`src/rtl/vectored_interrupt_controller_pkg.sv`:
```
// Shared definitions for the vectored interrupt controller.
//  - AMBER_VIC_* : register byte offsets decoded from wishbone address bits [7:0]
//  - VIC_UNMAPPED_READ : value returned for reads of unmapped/write-only offsets
//  - vic_vector() : packs {valid, 26'd0, idx} into a vector register word
package vectored_interrupt_controller_pkg;

  localparam logic [7:0] AMBER_VIC_IRQ_STATUS  = 8'h00;
  localparam logic [7:0] AMBER_VIC_RAWSTAT     = 8'h04;
  localparam logic [7:0] AMBER_VIC_IRQ_ENSET   = 8'h08;
  localparam logic [7:0] AMBER_VIC_IRQ_ENCLR   = 8'h0C;
  localparam logic [7:0] AMBER_VIC_FIRQ_STATUS = 8'h10;
  localparam logic [7:0] AMBER_VIC_FIRQ_ENSET  = 8'h14;
  localparam logic [7:0] AMBER_VIC_FIRQ_ENCLR  = 8'h18;
  localparam logic [7:0] AMBER_VIC_MODE        = 8'h1C;
  localparam logic [7:0] AMBER_VIC_PENDING     = 8'h20;
  localparam logic [7:0] AMBER_VIC_SOFTSET     = 8'h24;
  localparam logic [7:0] AMBER_VIC_SOFTCLR     = 8'h28;
  localparam logic [7:0] AMBER_VIC_IRQ_VECTOR  = 8'h2C;
  localparam logic [7:0] AMBER_VIC_FIRQ_VECTOR = 8'h30;

  localparam logic [31:0] VIC_UNMAPPED_READ = 32'h2233_4455;

  // A vector word with no active source reads as all zeros.
  function automatic logic [31:0] vic_vector(input logic valid, input logic [4:0] idx);
    return valid ? {1'b1, 26'd0, idx} : 32'd0;
  endfunction

endpackage

```
`src/rtl/vectored_interrupt_controller_if.sv`:
```
// Wishbone slave bus bundle for the interrupt controller.
//  i_wb_adr/sel/we/dat/cyc/stb : master -> slave request
//  o_wb_dat/ack/err            : slave -> master response
// Signal names keep the slave-side i_/o_ prefixes of the Amber bus.
interface vectored_interrupt_controller_if #(
  parameter int WB_DWIDTH = 32,
  parameter int WB_SWIDTH = 4
);
  logic [31:0]          i_wb_adr;
  logic [WB_SWIDTH-1:0] i_wb_sel;
  logic                 i_wb_we;
  logic [WB_DWIDTH-1:0] o_wb_dat;
  logic [WB_DWIDTH-1:0] i_wb_dat;
  logic                 i_wb_cyc;
  logic                 i_wb_stb;
  logic                 o_wb_ack;
  logic                 o_wb_err;

  modport master (
    output i_wb_adr, i_wb_sel, i_wb_we, i_wb_dat, i_wb_cyc, i_wb_stb,
    input  o_wb_dat, o_wb_ack, o_wb_err
  );

  modport slave (
    input  i_wb_adr, i_wb_sel, i_wb_we, i_wb_dat, i_wb_cyc, i_wb_stb,
    output o_wb_dat, o_wb_ack, o_wb_err
  );
endinterface

```
`src/rtl/vic_prio_enc.sv`:
```
// Lowest-index-first priority encoder.
//  req   : N request bits (N <= 32)
//  valid : any request set
//  idx   : index of the lowest set request bit, 0 when none
module vic_prio_enc #(
  parameter int N = 32
) (
  input  logic [N-1:0] req,
  output logic         valid,
  output logic [4:0]   idx
);
  // Scan from the top down so the lowest set bit is the last assignment.
  always_comb begin
    idx = 5'd0;
    for (int i = N - 1; i >= 0; i--) begin
      if (req[i]) idx = 5'(i);
    end
  end

  assign valid = |req;
endmodule

```
`src/rtl/vectored_interrupt_controller.sv`:
```
// Vectored interrupt controller, wishbone slave.
//  i_clk, i_rst : clock and synchronous active-high reset
//  wb           : wishbone slave port (32- or 128-bit data)
//  i_int        : interrupt sources, synchronous to i_clk; bit 0 is the soft-interrupt slot
//  o_irq/o_firq : registered interrupt requests
// Each source is level or rising-edge (sticky pending) per MODE; IRQ and FIRQ have
// independent enable masks and lowest-index vector registers.
module vectored_interrupt_controller
  import vectored_interrupt_controller_pkg::*;
#(
  parameter int WB_DWIDTH = 32,
  parameter int WB_SWIDTH = 4,
  parameter int NUM_SRC   = 32
) (
  input  logic                           i_clk,
  input  logic                           i_rst,
  vectored_interrupt_controller_if.slave wb,
  input  logic [NUM_SRC-1:0]             i_int,
  output logic                           o_irq,
  output logic                           o_firq
);
  // Hardware sources start at bit 1; bit 0 belongs to the soft interrupt.
  localparam logic [NUM_SRC-1:0] EXT_MASK = ~NUM_SRC'(1);

  logic [7:0]         adr;
  logic [31:0]        wdata, rdata_reg, rdata_next;
  logic               start_write, start_read, start_read_d1_reg, ack;
  logic [NUM_SRC-1:0] irq_en_reg, firq_en_reg, mode_reg, pending_reg, prev_reg;
  logic [NUM_SRC-1:0] pending_next, pend_set, wsrc, rise, eff, irq_status, firq_status;
  logic               soft_reg, irq_reg, firq_reg;
  logic               wr_mode, wr_pend_clr;
  logic               irq_valid, firq_valid;
  logic [4:0]         irq_idx, firq_idx;
  logic [WB_SWIDTH-1:0] unused_sel;
  logic               unused_misc;

  assign unused_sel  = wb.i_wb_sel;
  assign unused_misc = ^{wb.i_wb_cyc, wb.i_wb_adr[31:8]};

  assign adr = wb.i_wb_adr[7:0];

  // Wide bus: write lane chosen by adr[3:2]; read word replicated on every lane.
  generate
    if (WB_DWIDTH == 128) begin : g_w128
      assign wdata = wb.i_wb_dat[{wb.i_wb_adr[3:2], 5'd0} +: 32];
      for (genvar gi = 0; gi < 4; gi++) begin : g_lane
        assign wb.o_wb_dat[gi*32 +: 32] = rdata_reg;
      end
    end else begin : g_w32
      assign wdata     = wb.i_wb_dat[31:0];
      assign wb.o_wb_dat = rdata_reg;
    end
  endgenerate

  // Writes ack in the request cycle; reads ack one cycle later, after the
  // read data register has captured the addressed value.
  assign start_write = wb.i_wb_stb & wb.i_wb_we & ~start_read_d1_reg;
  assign start_read  = wb.i_wb_stb & ~wb.i_wb_we & ~ack;
  assign ack         = wb.i_wb_stb & (start_write | start_read_d1_reg);
  assign wb.o_wb_ack = ack;
  assign wb.o_wb_err = 1'b0;

  assign wsrc        = wdata[NUM_SRC-1:0];
  assign wr_mode     = start_write && (adr == AMBER_VIC_MODE);
  assign wr_pend_clr = start_write && (adr == AMBER_VIC_PENDING);

  assign rise = i_int & ~prev_reg & EXT_MASK;
  assign eff  = (((mode_reg & pending_reg) | (~mode_reg & i_int)) & EXT_MASK)
              | NUM_SRC'(soft_reg);
  assign irq_status  = eff & irq_en_reg;
  assign firq_status = eff & firq_en_reg;

  // A new edge beats a same-cycle software clear; switching a source to
  // level mode drops its pending bit, including an edge arriving that cycle.
  always_comb begin
    pend_set     = mode_reg & rise;
    pending_next = pending_reg;
    if (wr_pend_clr) pending_next = pending_next & ~wsrc;
    if (wr_mode) begin
      pending_next = pending_next & wsrc;
      pend_set     = pend_set & wsrc;
    end
    pending_next = (pending_next | pend_set) & EXT_MASK;
  end

  vic_prio_enc #(.N(NUM_SRC)) u_irq_enc  (.req(irq_status),  .valid(irq_valid),  .idx(irq_idx));
  vic_prio_enc #(.N(NUM_SRC)) u_firq_enc (.req(firq_status), .valid(firq_valid), .idx(firq_idx));

  always_comb begin
    rdata_next = VIC_UNMAPPED_READ;
    case (adr)
      AMBER_VIC_IRQ_STATUS:  rdata_next = 32'(irq_status);
      AMBER_VIC_RAWSTAT:     rdata_next = 32'(eff);
      AMBER_VIC_IRQ_ENSET:   rdata_next = 32'(irq_en_reg);
      AMBER_VIC_FIRQ_STATUS: rdata_next = 32'(firq_status);
      AMBER_VIC_FIRQ_ENSET:  rdata_next = 32'(firq_en_reg);
      AMBER_VIC_MODE:        rdata_next = 32'(mode_reg);
      AMBER_VIC_PENDING:     rdata_next = 32'(pending_reg);
      AMBER_VIC_SOFTSET,
      AMBER_VIC_SOFTCLR:     rdata_next = {31'd0, soft_reg};
      AMBER_VIC_IRQ_VECTOR:  rdata_next = vic_vector(irq_valid, irq_idx);
      AMBER_VIC_FIRQ_VECTOR: rdata_next = vic_vector(firq_valid, firq_idx);
      default:               rdata_next = VIC_UNMAPPED_READ;
    endcase
  end

  always_ff @(posedge i_clk) begin
    if (i_rst) begin
      irq_en_reg        <= '0;
      firq_en_reg       <= '0;
      mode_reg          <= '0;
      pending_reg       <= '0;
      prev_reg          <= '0;
      soft_reg          <= 1'b0;
      rdata_reg         <= '0;
      start_read_d1_reg <= 1'b0;
      irq_reg           <= 1'b0;
      firq_reg          <= 1'b0;
    end else begin
      prev_reg          <= i_int;
      pending_reg       <= pending_next;
      start_read_d1_reg <= start_read;
      irq_reg           <= |irq_status;
      firq_reg          <= |firq_status;
      if (start_read) rdata_reg <= rdata_next;
      if (start_write) begin
        case (adr)
          AMBER_VIC_IRQ_ENSET:  irq_en_reg  <= irq_en_reg | wsrc;
          AMBER_VIC_IRQ_ENCLR:  irq_en_reg  <= irq_en_reg & ~wsrc;
          AMBER_VIC_FIRQ_ENSET: firq_en_reg <= firq_en_reg | wsrc;
          AMBER_VIC_FIRQ_ENCLR: firq_en_reg <= firq_en_reg & ~wsrc;
          AMBER_VIC_MODE:       mode_reg    <= wsrc;
          AMBER_VIC_SOFTSET:    if (wdata[0]) soft_reg <= 1'b1;
          AMBER_VIC_SOFTCLR:    if (wdata[0]) soft_reg <= 1'b0;
          default: ;
        endcase
      end
    end
  end

  assign o_irq  = irq_reg;
  assign o_firq = firq_reg;
endmodule
```
`src/flat_wrapper.sv`:
```
// flat-port wrapper written by rule: the top's interface ports become plain ports
module vectored_interrupt_controller_flat import vectored_interrupt_controller_pkg::*;
#(
  parameter int WB_DWIDTH = 32,
  parameter int WB_SWIDTH = 4,
  parameter int NUM_SRC   = 32
)
  (i_clk, i_rst, i_int, o_irq, o_firq, wb_i_wb_adr, wb_i_wb_sel, wb_i_wb_we, wb_i_wb_dat, wb_i_wb_cyc, wb_i_wb_stb, wb_o_wb_dat, wb_o_wb_ack, wb_o_wb_err);
  vectored_interrupt_controller_if #(.WB_DWIDTH(WB_DWIDTH), .WB_SWIDTH(WB_SWIDTH)) wb_i ();
  input  logic i_clk;
  input  logic i_rst;
  input  logic [NUM_SRC-1:0] i_int;
  output logic o_irq;
  output logic o_firq;
  input wire logic [$bits(wb_i.i_wb_adr)-1:0] wb_i_wb_adr;
  input wire logic [$bits(wb_i.i_wb_sel)-1:0] wb_i_wb_sel;
  input wire logic [$bits(wb_i.i_wb_we)-1:0] wb_i_wb_we;
  input wire logic [$bits(wb_i.i_wb_dat)-1:0] wb_i_wb_dat;
  input wire logic [$bits(wb_i.i_wb_cyc)-1:0] wb_i_wb_cyc;
  input wire logic [$bits(wb_i.i_wb_stb)-1:0] wb_i_wb_stb;
  output wire logic [$bits(wb_i.o_wb_dat)-1:0] wb_o_wb_dat;
  output wire logic [$bits(wb_i.o_wb_ack)-1:0] wb_o_wb_ack;
  output wire logic [$bits(wb_i.o_wb_err)-1:0] wb_o_wb_err;
  assign wb_i.i_wb_adr = wb_i_wb_adr;
  assign wb_i.i_wb_sel = wb_i_wb_sel;
  assign wb_i.i_wb_we = wb_i_wb_we;
  assign wb_i.i_wb_dat = wb_i_wb_dat;
  assign wb_i.i_wb_cyc = wb_i_wb_cyc;
  assign wb_i.i_wb_stb = wb_i_wb_stb;
  assign wb_o_wb_dat = wb_i.o_wb_dat;
  assign wb_o_wb_ack = wb_i.o_wb_ack;
  assign wb_o_wb_err = wb_i.o_wb_err;
  vectored_interrupt_controller #(.WB_DWIDTH(WB_DWIDTH), .WB_SWIDTH(WB_SWIDTH), .NUM_SRC(NUM_SRC)) u_core (.i_clk(i_clk), .i_rst(i_rst), .wb(wb_i), .i_int(i_int), .o_irq(o_irq), .o_firq(o_firq));
endmodule
```
`config.mk`:
```
export PLATFORM = sky130hd
export DESIGN_NAME = vectored_interrupt_controller_flat
export DESIGN_NICKNAME = d
export VERILOG_FILES = /design/src/rtl/vectored_interrupt_controller_pkg.sv /design/src/rtl/vectored_interrupt_controller_if.sv /design/src/rtl/vic_prio_enc.sv /design/src/rtl/vectored_interrupt_controller.sv /design/src/flat_wrapper.sv
export SDC_FILE = /design/constraint.sdc
export NUM_CORES = 1
export LEC_CHECK = 0
export CORE_AREA = 2 2 135 137
export CTS_CLUSTER_SIZE = 20
export DETAILED_ROUTE_END_ITERATION = 16
export DIE_AREA = 0 0 137 139
export GPL_TIMING_DRIVEN = 0
export PLACE_DENSITY = 0.84
export SLEW_MARGIN = 20
export SYNTH_ARGS = -nofsm -noshare
export SYNTH_HDL_FRONTEND = slang
export SYNTH_SLANG_ARGS = --single-unit
```
`constraint.sdc`:
```
create_clock -name i_clk -period 5.32 [get_ports i_clk]
set_input_delay 0.532 -clock i_clk [delete_from_list [all_inputs] [get_ports i_clk]]
set_output_delay 0.532 -clock i_clk [all_outputs]
set_load 0.03 [all_outputs]
```
==> results by group <==
Floorplan
  – IO Pins: 141
  – Die area: 19040 um2
  – FP Rows: 49
  – Initial core utilization: 57.76%
  – Die Wd: 137 um
  – Core Region: 17660 um2
  – Die Y: 139 um

Placed design
  – HPWL Detailed: 28.91 mm
  – Routability cong.: 1.046
  – Quantity of I/O buffers inserted on ports: 109

STA
  – Worst rel slew slack: 15.30%
  – F_max: 0.2805 GHz
  – Setup violations, final: 0
  – Final hold vios: 0
  – Setup TNS: 0 ns
  – Worst-margin pin slew: 1.271 ns
  – Hold Slack: 0.4724 ns
  – Clock Skew: 0.01212 ns
  – Final Max Tran Viols: 0
  – Min cycle time layout: 3.565 ns
  – RSZ-0062 raised after global routing: no
  – Post-route clock period utilization: 67.01%

Global routing
  – Initial antenna violation count: 0
  – Vias in the first global route: 10410
  – Largest net degree at the start of global routing: 18
  – GRT Residual Overflow: 0
  – Gr usage total: 43.09%
  – First-pass GRT wire length: 61.71 mm

Synthesis
  – Largest family of logic cells by synthesized area: compound AO/OA/AOI/OAI gates
  – Simple-gate share of the synthesized area: 24.16%
  – Synth warn: 0
  – Syn_nets: 1414
  – Commonest register cell after synthesis: dfxtp_1
  – Mapped Area: 10200 um2
  – Post-Synth Adder-Cell Area: 0%
  – Yosys reg bits: 194
  – Complex-gate fraction of the synthesized area: 28.93%
  – Mapped Cells: 1309
  – Syn Area/Cell: 7.791 um2
  – FFs w/ async S/R, synth: 0%
  – Mux cell area share after synthesis: 3.938%
  – Yosys cell types: 74
  – Number of flops mapped to enable cells by yosys: 0
  – Sequential area share after synthesis: 38.08%
  – Xor and xnor area share after synthesis: 0%

Worst setup path
  – RR Startpoint: u_core.start_read_d1_reg
  – Flop2flop setup slack: 2.37 ns
  – R2R depth: 7
  – CP cell instances: clkdlybuf4s50_1 -> nor4_2 -> buf_2 -> nand2_1 -> clkbuf_1 -> o21ai_0 -> a2111oi_0 -> o311a_1 -> nor3_1
  – Crit Path Category: input port to flip-flop
  – Crit path launch type: input port
  – R2R Path End: u_core.wb.o_wb_dat[6]
  – CP max stage delay: 0.80 ns
  – Crit path DAT: 3.88 ns
  – Crit end category: flip-flop
  – Worst-path fanout max: 10
  – CP max stage cell: a2111oi_0
  – Data required, critical path: 5.64 ns

Hold path
  – Tightest Hold Check Type: flip-flop to flip-flop
  – Hold path start: u_core.mode_reg[0]
  – Hold EP: u_core.mode_reg[0]
  – Hold Crit Depth: 2

Drt
  – Post-Route WL: 41.91 mm
  – Drc violations: 0
  – DR vias: 11660
  – Vias per cell: 6.946
  – Per-cell routed wire length: 24.96 um
  – Post-DRT Antenna Nets: 0
  – DRT Pass-1 Iters: 7
  – Iter 0 DRT Violations: 2177

Power and ir drop
  – Sw Pwr: 847.0 uW
  – Leak pwr: 0.004271 uW
  – Sw frac: 26.87%
  – Power Dens Cells: 259.0 nW/um2
  – Maximum vdd ir drop: 0.0002470 V
  – Power consumption: 3152 uW
  – Seq pwr share: 47.4%
  – P_int: 2305 uW
  – Gate power share: 10.2%
  – Clock share of power: 42.4%

Finish
  – Leading cell type in the layout, fill and taps excluded: nand2_1
  – Final #Nets: 1542
  – Share of cells above drive strength 1: 8.282%
  – Commonest cells after routing, fill and taps aside: 259 x nand2_1, 194 x dfxtp_1, 183 x a21oi_1
  – Syn-to-layout area delta: 19.32%

Clocking
  – Bufs on Longest Clock Path: 2
  – H-tree depth: 4
  – # Post-CTS Setup Buffers: 0
  – Total clock sinks: 194
  – CTS Buf Count: 17
  – # hold bufs at CTS: 0
  – Clock network latency to the later pin of the worst-skew pair: 0.46 ns
  – CTS tree: built
  – Post-cts resize count: 0
  – Clock transition at the registers of the reported paths: 0.07 ns
  – Root Driver: clkbuf_16

Run
  – MaxCap Viol Count: 0

Outcome
  – Status: completed
power groups by stage:
stage	Clock (uW)	Sequential, uW	Combinational, uW
after floorplan	0	1550	108
after global routing	1380	1500	335
after detailed placement	0	1530	310
after CTS	1320	1490	312
after global placement	0	1530	307
final	1340	1490	322
critical path, delay by kind of cell:
family	cells	cell delay, ns
buf+inv	3	1.61
compound gates	3	1.38
simple gates	3	0.36
layer usage:
metal  GRT usage, %  vias up  share of wire [%]
li1               -     5066                  -
met3          12.94      228                 15
met5              0        -                  0
met4          23.93        0                6.4
met2          60.91     1054                 41
met1          58.21     5315                 38
area by class of cell:
| type | count | area (um2) |
|---|---|---|
| multi-input cells | 1005 | 5824 |
| well taps | 229 | 286.5 |
| diodes | 1 | 2.502 |
| repair buffers | 109 | 1091 |
| inverters | 19 | 71.32 |
| clock buffers | 19 | 432.9 |
| flip-flops and latches | 194 | 3884 |
| clock inverters | 12 | 152.6 |
| plain buffers | 91 | 424.2 |
| fillers | 1513 | 5488 |
cell usage after synthesis (all sizes together) (5+ instances only):
cell type / instances / area share [%]
a21oi: 183 / 9.0
o2111ai: 7 / 0.60
nand3: 19 / 0.93
inv: 19 / 0.70
dfxtp: 194 / 38
nor3: 56 / 2.7
clkbuf: 51 / 1.9
a211oi: 13 / 0.96
and3: 8 / 0.49
a32oi: 8 / 0.69
buf: 40 / 2.3
nor2b: 37 / 2.3
a22oi: 51 / 4.3
mux2: 31 / 3.6
a311oi: 69 / 5.9
nand2b: 5 / 0.31
nor2: 112 / 4.2
nor4: 8 / 0.67
a221oi: 10 / 0.86
nand4: 11 / 0.74
and2: 10 / 0.61
nand2: 259 / 9.5
o211ai: 10 / 0.74
a21o: 7 / 0.52
o21ai: 22 / 1.1
a32o: 6 / 0.59
a2111oi: 6 / 0.58
metrics by stage:
stage                     instances  cell area, um2  setup WS [ns]  util [%]
after floorplan                1309           10200          3.168         -
after global placement         1647           11580          1.347     65.56
after detailed placement       1647           11580          1.358     65.56
after CTS                      1678           12160          1.801     68.88
after global routing           1678           12170          1.738     68.91
final                          1679           12170          1.755     68.92
kinds of logic after synthesis:
kind of cell,count (synthesis)
multiplexers,34
AND/OR/NAND/NOR,542
AO/OA/AOI/OAI,428
other,1
buffers and inverters,110
flip-flops,194
how the worst max path moves through the flow:
stage	start	endpoint	slack, ns
5_1_grt	wb_i_wb_adr[0]	u_core.wb.o_wb_dat[3]	1.74
3_3_place_gp	wb_i_wb_stb	u_core.wb.o_wb_dat[20]	1.35
6_report	wb_i_wb_adr[1]	u_core.wb.o_wb_dat[3]	1.76
4_1_cts	wb_i_wb_stb	u_core.wb.o_wb_dat[6]	1.80
2_1_floorplan	i_int[21]	u_core.wb.o_wb_dat[1]	3.17
3_5_place_dp	wb_i_wb_stb	u_core.wb.o_wb_dat[6]	1.36
Note: power is estimated with default switching activity, not from simulation.
